`src/rtl/note_player.sv`:
```
// Note sequencer feeding the PWM dac: prescaled dac_clk, a mirror of the dac period
// counter, and a handshake FSM that swaps period/t_on only on dac period boundaries.
module note_player #(
  parameter int unsigned N        = 8,
  parameter int unsigned PRESCALE = 16,
  parameter int unsigned DUR_W    = 16
) (
  input  logic             clk,
  input  logic             reset,
  input  logic             note_valid,
  output logic             note_ready,
  input  logic [3:0]       note_idx,
  input  logic [1:0]       note_vol,
  input  logic [DUR_W-1:0] note_dur,
  output logic             dac_clk,
  output logic [N-1:0]     period,
  output logic [N-1:0]     t_on,
  output logic             busy,
  output logic             done
);

  localparam int unsigned PS_W = (PRESCALE > 1) ? $clog2(PRESCALE) : 1;
  localparam logic [PS_W-1:0] PS_MAX = PS_W'(PRESCALE - 1);

  typedef enum logic [1:0] {
    IDLE      = 2'd0,
    WAIT_SYNC = 2'd1,
    PLAY      = 2'd2
  } state_e;

  state_e           state_q, state_d;
  logic [PS_W-1:0]  cnt_q, cnt_d;
  logic             dac_clk_q, dac_clk_d;
  logic [N-1:0]     phase_q, phase_d;
  logic [N-1:0]     period_q, period_d;
  logic [N-1:0]     t_on_q, t_on_d;
  logic             note_ready_q, note_ready_d;
  logic             busy_q, busy_d;
  logic             done_q, done_d;
  logic [DUR_W-1:0] remaining_q, remaining_d;
  logic [3:0]       idx_q, idx_d;
  logic [1:0]       vol_q, vol_d;
  logic [DUR_W-1:0] dur_q, dur_d;
  logic             boundary;

  // Period register value per note index; dac cycle is value+1 ticks.
  function automatic logic [N-1:0] pitch_period(input logic [3:0] idx);
    logic [7:0] v;
    case (idx)
      4'd0:  v = 8'd255;
      4'd1:  v = 8'd238;
      4'd2:  v = 8'd224;
      4'd3:  v = 8'd212;
      4'd4:  v = 8'd200;
      4'd5:  v = 8'd189;
      4'd6:  v = 8'd178;
      4'd7:  v = 8'd168;
      4'd8:  v = 8'd158;
      4'd9:  v = 8'd149;
      4'd10: v = 8'd141;
      4'd11: v = 8'd133;
      4'd12: v = 8'd126;
      4'd13: v = 8'd118;
      4'd14: v = 8'd112;
      4'd15: v = 8'd105;
    endcase
    return N'(v);
  endfunction

  // High time as a fraction of the full cycle length; rests are always silent.
  function automatic logic [N-1:0] duty(input logic [3:0] idx, input logic [1:0] vol);
    logic [N:0] p;
    logic [N-1:0] r;
    p = {1'b0, pitch_period(idx)} + (N+1)'(1);
    case (vol)
      2'd3: r = N'(p >> 1);
      2'd2: r = N'(p >> 2);
      2'd1: r = N'(p >> 3);
      2'd0: r = '0;
    endcase
    if (idx == 4'd0) r = '0;
    return r;
  endfunction

  always_ff @(posedge clk or posedge reset) begin
    if (reset) begin
      state_q      <= IDLE;
      cnt_q        <= '0;
      dac_clk_q    <= 1'b0;
      phase_q      <= '0;
      period_q     <= '0;
      t_on_q       <= '0;
      note_ready_q <= 1'b1;
      busy_q       <= 1'b0;
      done_q       <= 1'b0;
      remaining_q  <= '0;
      idx_q        <= '0;
      vol_q        <= '0;
      dur_q        <= '0;
    end else begin
      state_q      <= state_d;
      cnt_q        <= cnt_d;
      dac_clk_q    <= dac_clk_d;
      phase_q      <= phase_d;
      period_q     <= period_d;
      t_on_q       <= t_on_d;
      note_ready_q <= note_ready_d;
      busy_q       <= busy_d;
      done_q       <= done_d;
      remaining_q  <= remaining_d;
      idx_q        <= idx_d;
      vol_q        <= vol_d;
      dur_q        <= dur_d;
    end
  end

  // Prescaler and mirror of the dac period counter.
  always_comb begin
    cnt_d     = (cnt_q == PS_MAX) ? '0 : cnt_q + PS_W'(1);
    dac_clk_d = (cnt_q == PS_MAX);
    boundary  = dac_clk_q && (phase_q >= period_q);
    phase_d   = phase_q;
    if (dac_clk_q) begin
      phase_d = (phase_q >= period_q) ? '0 : phase_q + N'(1);
    end
  end

  always_comb begin
    state_d      = state_q;
    period_d     = period_q;
    t_on_d       = t_on_q;
    note_ready_d = note_ready_q;
    busy_d       = busy_q;
    done_d       = 1'b0;
    remaining_d  = remaining_q;
    idx_d        = idx_q;
    vol_d        = vol_q;
    dur_d        = dur_q;
    case (state_q)
      IDLE: begin
        t_on_d = '0;
        if (note_valid && note_ready_q) begin
          idx_d        = note_idx;
          vol_d        = note_vol;
          dur_d        = (note_dur == '0) ? DUR_W'(1) : note_dur;
          note_ready_d = 1'b0;
          busy_d       = 1'b1;
          state_d      = WAIT_SYNC;
        end
      end
      WAIT_SYNC: begin
        // Loading on the boundary edge coincides with the dac counter returning to 0.
        if (boundary) begin
          period_d    = pitch_period(idx_q);
          t_on_d      = duty(idx_q, vol_q);
          remaining_d = dur_q;
          state_d     = PLAY;
        end
      end
      PLAY: begin
        if (boundary) begin
          if (remaining_q == DUR_W'(1)) begin
            t_on_d       = '0;
            done_d       = 1'b1;
            note_ready_d = 1'b1;
            busy_d       = 1'b0;
            state_d      = IDLE;
          end else begin
            remaining_d = remaining_q - DUR_W'(1);
          end
        end
      end
      default: begin
        state_d      = IDLE;
        note_ready_d = 1'b1;
        busy_d       = 1'b0;
        t_on_d       = '0;
      end
    endcase
  end

  assign dac_clk    = dac_clk_q;
  assign period     = period_q;
  assign t_on       = t_on_q;
  assign note_ready = note_ready_q;
  assign busy       = busy_q;
  assign done       = done_q;

endmodule
```
`config.mk`:
```
export PLATFORM = sky130hd
export DESIGN_NAME = note_player
export DESIGN_NICKNAME = d
export VERILOG_FILES = /design/src/rtl/note_player.sv
export SDC_FILE = /design/constraint.sdc
export NUM_CORES = 1
export LEC_CHECK = 0
export ABC_AREA = 1
export BUFFER_PORTS_ARGS = -buffer_cell sky130_fd_sc_hd__buf_2
export CELL_PAD_IN_SITES_DETAIL_PLACEMENT = 0
export CELL_PAD_IN_SITES_GLOBAL_PLACEMENT = 1
export CORE_MARGIN = 2
export CORE_UTILIZATION = 44
export DETAILED_ROUTE_END_ITERATION = 6
export PLACE_DENSITY = 0.85
export SYNTH_ARGS = -nofsm -noshare
export SYNTH_HDL_FRONTEND = slang
export SYNTH_SLANG_ARGS = --single-unit
```
`constraint.sdc`:
```
create_clock -name clk -period 2.8 [get_ports clk]
set_clock_uncertainty 0.05 [all_clocks]
set_input_delay 0.28 -clock clk [delete_from_list [all_inputs] [get_ports clk]]
set_output_delay 0.28 -clock clk [all_outputs]
set_load 0.05 [all_outputs]
```
==> impl_results.md, run 1 <==
- I/O pin total: 45
- Type of the worst min-delay path: input pin to asynchronous set/reset pin
- Worst-path clk slew: ~0.080 ns
- Number of clock sinks: 72
- Net Count, Synth: around 630
- # resized after CTS: 0
- Final setup fails: 0
- Worst-Skew Late Latency: between 0.3 and 0.4 ns
- Met3 WL: about 380 um
- Met2 WL: between 4000 and 5000 um
- Leakage Power: 2.58 nW
- Max Root-Sink Buffers: 2
- Final critical-path required period: approximately 2.4 ns
- Final setup margin: 0.354 ns
- CP Data Required Time: 3.01 ns
- Die Area: 10800 sq um
- H-tree level count: 3
- Max incr delay on CP: around 0.49 ns
- Register area share after synthesis: around two fifths
- Kind of cell adding the most delay to the critical path: simple AND/OR/NAND/NOR gates
- FFs w/ async S/R, synth: 100%
- Worst Path Max Fanout: 8
- Post-CTS Setup Bufs: 0
- Final #Nets: 672
- Largest net degree at the start of global routing: 40
- Rows: 36
- Yosys reg bits: 72
- PortBufs: 44
- Hold_buf cts: 0
- Slowest cell on the critical path: dfrtp_1
- Global-route wire length before repair: approximately 17000 um
- ANT cells: 0
- Max-cap viol count: 0
- Via Count: 3754
- RSZ-0062 raised after global routing: false
- Number of synthesized flops with an enable pin: 0
- Arrival time of the worst setup path: ~2.7 ns
- Met1 WL: 4880 um
- Initial Util: 45.3%
- Synthesized instance count: 581
- Pre-CTS WS: approximately 0.38 ns
- Post-Syn Area: 4410 sq um
- Power Density: between 400 and 500 nW/um^2
- Slew HR: 51.9%
- Top routing layer in use: met4
- Pre-antenna DRT Iters: 5
- P&R area growth vs syn: 13.9%
- Worst-margin pin slew: between 0.7 and 0.8 ns
- Die width: 104 um
- Yosys warns: 0
- WL final: 9470 um
- Root Buffer: clkbuf_8
- Period Utilization, post-route: between 80 and 90%
- Final GP Congestion: 0.866
- Initial antenna violation count: 0
- Yosys cell types: 41
- All-Layer GR Usage: between 10% and 20%
- Total CTS buffers: 9
- DRT iter0 DRCs: 134
- Worst setup SP type: register
- TNS Setup: 0 ns
- Vias in the first global route: ~3.5k
- CP dominant cell by count: nand2_1
- VDD IR max: approximately 0.00026 V
- Routed WL per cell: between 10 and 15 um
- DIE HEIGHT: 104 um
- Critical path endpoint category: register
- CP cell instances: inv_1 -> ha_1 -> o21ai_0 -> nand2_1 -> nand2_1 -> inv_1 -> ha_1 -> nand2_1 -> nor2_2 -> nand2_1 -> nand2_1 -> a21oi_1 -> nand3_1 -> o21ai_1
- Vias/cell: 4.91
- # DRC: 0
- Max-slew violations: 0
- Layout cell share with drive strength beyond 1: 19.6%
- F_max: slightly above 0.4 GHz
- Total grt overflow: 0
- Core area: 9730 sq um
- Outcome: completed
- Remaining antenna violation count: 0
- Final hold vios: 0
- Worst Path Class, Setup: register to register
- Post-synth top flop: dfrtp_1
- DPL Wire Length: 7260 um
- Crit path buffers/inverters: 2
- TritonCTS clock tree: done
- Mapped Avg Cell Area: 7.59 sq um
[final timing paths]
kind                        startpoint        to  slack (ns)  cells after the start
min                              reset  cnt_q[1]       0.005                      2
min reg2reg                    t_on[1]   t_on[1]        0.43                      2
max reg2reg                   idx_q[1]   t_on[3]        0.35                     14
min in group clk           note_vol[0]  vol_q[0]        0.10                      3
max                           idx_q[1]   t_on[3]        0.35                     14
max in group asynchronous        reset  dur_q[8]        2.03                      3
[Yosys cell counts, drive strengths merged, types with 3 or more instances]
| cell type | count | area, sq um |
|---|---|---|
| a21oi | 15 | 78.8 |
| buf | 10 | 86.3 |
| clkbuf | 5 | 18.8 |
| clkinv | 3 | 11.3 |
| dfrtp | 71 | 1780 |
| ha | 20 | 250 |
| inv | 79 | 299 |
| nand2 | 184 | 723 |
| nand3 | 42 | 250 |
| nand4 | 11 | 75.1 |
| nor2 | 46 | 213 |
| nor3 | 5 | 30.0 |
| nor4 | 5 | 37.5 |
| o21ai | 69 | 413 |
| xor2 | 7 | 61.3 |
[cell type report]
class	instances	area [sq um]
Multi-Input combinational cell	412	2190
Tap cell	133	166
Clock buffer	11	141
Timing Repair Buffer	50	278
Inverter	82	310
Fill cell	972	4710
Clock inverter	5	128
Sequential cell	72	1800
[metal layers]
layer / global-route usage [%] / up-vias
li1: - / 1948
met1: 27.6 / 1715
met2: 28.2 / 81
met3: 2.82 / 10
met4: 4.92 / 0
met5: 0 / -
[cells by family after synthesis]
| kind of cell | Yosys count | share of synthesized area, % |
|---|---|---|
| adder cells (fa/ha/maj) | 20 | 5.68 |
| buffers and inverters | 97 | 9.42 |
| flip-flops | 72 | 40.9 |
| AND/OR/NAND/NOR | 296 | 30.6 |
| AO/OA/AOI/OAI | 88 | 11.8 |
| XOR/XNOR | 8 | 1.59 |
[sequential cells by signal (all words and copies together), names as in the netlist]
name and cells:
done 1, t_on 8, cnt_q 4, vol_q 2
busy 1, note_ready 1, dac_clk 1, period 8
phase_q 8, idx_q 4, dur_q 16, state_q 2
remaining_q 16
[metrics by stage]
| step | area, sq um | utilization [%] | std cells | total power, mW | hold slack, ns |
|---|---|---|---|---|---|
| after floorplan | 4410 | - | 581 | 1.08 | 0.347 |
| after detailed placement | 4750 | 48.8 | 749 | 1.11 | 0.398 |
| after CTS | 5020 | 51.6 | 765 | 2.21 | 0.0301 |
| final | 5020 | 51.6 | 765 | 2.18 | 0.00515 |
| after global routing | 5020 | 51.6 | 765 | 2.26 | 0.0635 |
| after global placement | 4750 | 48.8 | 749 | 1.11 | 0.390 |
[report_power, final]
| group | total (mW) | internal (mW) | switching [mW] |
|---|---|---|---|
| logic | 0.0457 | 0.0156 | 0.0301 |
| registers | 1.04 | 1.04 | 0 |
| clock network | 1.10 | 0.707 | 0.390 |
| total | 2.18 | 1.76 | 0.420 |
[cells in the final DEF, fill, tap and decap left out, types with 3 or more instances in the layout]
cell type and instances:
nand3_2 3, ha_1 20, dfrtp_1 71, nand2_1 175, clkinv_1 3, nor2_1 33
nor3_1 4, clkbuf_8 10, nand3_1 37, xor2_1 7, nand4_1 10, nand2_2 7
buf_2 44, o21ai_1 11, a21oi_1 14, nor4_1 4, o21ai_2 15, inv_1 69
o21ai_0 42, inv_2 9, bufinv_16 4, nor2_2 11, buf_4 5
Power figures use the tool's default switching activity.
==> run 2: changes to the inputs <==
==> config.mk (replaced) <==
export PLATFORM = sky130hd
export DESIGN_NAME = note_player
export DESIGN_NICKNAME = d
export VERILOG_FILES = /design/src/rtl/note_player.sv
export SDC_FILE = /design/constraint.sdc
export NUM_CORES = 1
export LEC_CHECK = 0
export BUFFER_PORTS_ARGS = -buffer_cell sky130_fd_sc_hd__buf_2
export CAP_MARGIN = 5
export CELL_PAD_IN_SITES_DETAIL_PLACEMENT = 0
export CELL_PAD_IN_SITES_GLOBAL_PLACEMENT = 1
export CORE_MARGIN = 2
export CORE_UTILIZATION = 46
export DETAILED_ROUTE_END_ITERATION = 6
export PLACE_DENSITY = 0.84
export SYNTH_ARGS = -nofsm -noshare
export SYNTH_HDL_FRONTEND = slang
export SYNTH_SLANG_ARGS = --single-unit
==> impl_results.md, run 2 <==
- Post-synth top area cell: dfrtp_1
- Largest regs: dur_q (16), remaining_q (16)
- Routed WL per cell: 15.1 um
- Final GP Congestion: 0.896
- Worst-Skew Late Latency: 0.35 ns
- Total CTS buffers: 9
- Global-route wire length before repair: 15000 um
- # DRC: 0
- Period Utilization, post-route: 94.7%
- WL final: 8760 um
- All-Layer GR Usage: 19.3%
- RR Startpoint: idx_q[0]
- Die Area: 9590 sq um
- Via Count: between 3k and 4k
- Vias/cell: about 5.6
- Post-Syn Area: 4060 sq um
- P&R area growth vs syn: 15.8%
- DRT iter0 DRCs: 126
- Number of synthesized flops with an enable pin: 0
- Power Density: 437 nW/um^2
- Max-cap viol count: 0
- Dpl cells: 564
- Slew HR: 48.5%
- Yosys reg bits: ~70
- Type of the worst min-delay path: input pin to asynchronous set/reset pin
- Reg2reg setup slack: 0.15 ns
- Register area share after synthesis: 44.4%
- Total grt overflow: 0
- Max-slew violations: 0
- Number of clock sinks: 72
- Most common cell after layout, fill and taps aside: dfrtp_1
- Synth top area share: 43.8%
- Max Root-Sink Buffers: 2
- ANT cells: 0
- H-tree level count: 3
- Worst-path clk slew: approximately 0.08 ns
- DPL Wire Length: 6490 um
- Total power draw: about 2 mW
- FFs w/ async S/R, synth: 100%
- Remaining antenna violation count: 0
- TritonCTS clock tree: done
- Final std cells w/o fill: 580
- TNS Setup: 0 ns
- Outcome: completed
- Reg-to-reg endpoint: t_on[3]
- Worst-margin pin slew: about 0.77 ns
- Net Count, Synth: between 400 and 500
- Top-count cell post-synth: dfrtp_1
- Top post-synthesis cells by count: dfrtp_1 (71), nand2_1 (41), o21ai_0 (41)
- Finished Cell Area: around 4700 sq um
- Root Buffer: clkbuf_8
- Rows: 34
- Yosys warns: 0
- Final hold vios: 0
- Final critical-path required period: 2.65 ns
- Synth area leaders: dfrtp_1 (44%), ha_1 (6.2%), mux2_2 (6.1%)
- Largest net degree at the start of global routing: 39
- Pre-CTS WS: 0.165 ns
- Worst Path Max Fanout: 5
- Synthesized instance count: ~420
- Reg2reg path depth: 10
- Final #Nets: 512
- Multi-input logic area: 2080 sq um
- I/O pin total: 45
- VDD IR max: 0.000330 V
- Worst setup SP type: register
- Leakage Power: 2.29 nW
- Die width: approximately 98 um
- Final setup fails: 0
- Pre-antenna DRT Iters: 4
- DIE HEIGHT: 98.0 um
- Initial Util: 47.0%
- Vias in the first global route: 3179
- Placed cell areas: 4440 sq um
- Worst Path Class, Setup: register to register
- Post-synth top flop: dfrtp_1
- Mapped Avg Cell Area: around 9.6 sq um
- Worst Setup SP: idx_q[0]
- Yosys cell types: 59
- Layout cell share with drive strength beyond 1: 23.1%
- CP Data Required Time: 2.99 ns
- Arrival time of the worst setup path: 2.84 ns
- Initial antenna violation count: 0
- Most frequent cells in the layout: dfrtp_1 (70), buf_2 (44), nand2_1 (41)
- PortBufs: between 40 and 50
- Crit path capture: t_on[3]
- Reg area: 1800 sq um
- Fillers: 794
- Core area: 8640 sq um
- Final setup margin: 0.149 ns
- Critical path endpoint category: register
- F_max: 0.377 GHz
-- run 2: worst min path at each step --
stage                          start    endpoint  cells after the start
after floorplan           note_valid  note_ready                      1
after global placement    note_valid  note_ready                      2
after detailed placement  note_valid  note_ready                      2
after CTS                 note_valid  note_ready                      2
after global routing      note_valid  note_ready                      2
final                          reset    cnt_q[0]                      2
-- run 2: final cells by class --
| cell class | instances | share of cell area (%) |
|---|---|---|
| Clock buffer | 12 | 3.51 |
| Clock inverter | 4 | 1.60 |
| Inverter | 22 | 1.76 |
| Multi-Input combinational cell | 305 | 44.3 |
| Sequential cell | 72 | 38.4 |
| Tap cell | 108 | 2.87 |
| Timing Repair Buffer | 57 | 7.56 |
-- run 2: worst max-delay path: stages, from the launching register on --
cell	delay, ns
dfrtp_1	0.42
inv_1	0.17
ha_1	0.24
inv_1	0.07
mux4_2	0.50
ha_1	0.24
and4bb_1	0.24
xor2_1	0.19
nor2_1	0.07
a311oi_1	0.24
o21ai_0	0.10
-- run 2: layer usage --
metal | routed length [um] | GRT usage [%]
met1 | 4270 | 26.2
met2 | 3980 | 30.2
met3 | 313 | 4.37
met4 | 202 | 7.26
met5 | 0 | 0
-- run 2: logic make-up after synthesis --
logic type               count (synthesis)  synth area share (%)
XOR/XNOR                                10                  2.16
adder cells (fa/ha/maj)                 20                  6.16
multiplexers                            30                  8.38
flip-flops                              72                  44.4
AO/OA/AOI/OAI                          109                  17.1
buffers and inverters                   44                  4.81
AND/OR/NAND/NOR                        136                  17.0
-- run 2: power by group --
part,switching [mW],internal [mW]
combinational,0.0287,0.0160
clock,0.397,0.575
sequential,0,1.04
total,0.425,1.63
-- run 2: through the flow --
| step | util [%] | hold slack [ns] |
|---|---|---|
| global route | 54.4 | 0.0563 |
| CTS | 54.2 | 0.0314 |
| detailed placement | 51.4 | 0.405 |
| floorplan | - | 0.301 |
| global placement | 51.4 | 0.399 |
| finish | 54.4 | 0.0193 |
-- run 2: what timing repair did --
action / in CTS / in global routing
endpoints found under the setup margin: 0 / 4
resized for setup: 0 / 6
setup buffers: 0 / 0
hold buffers: 0 / 0
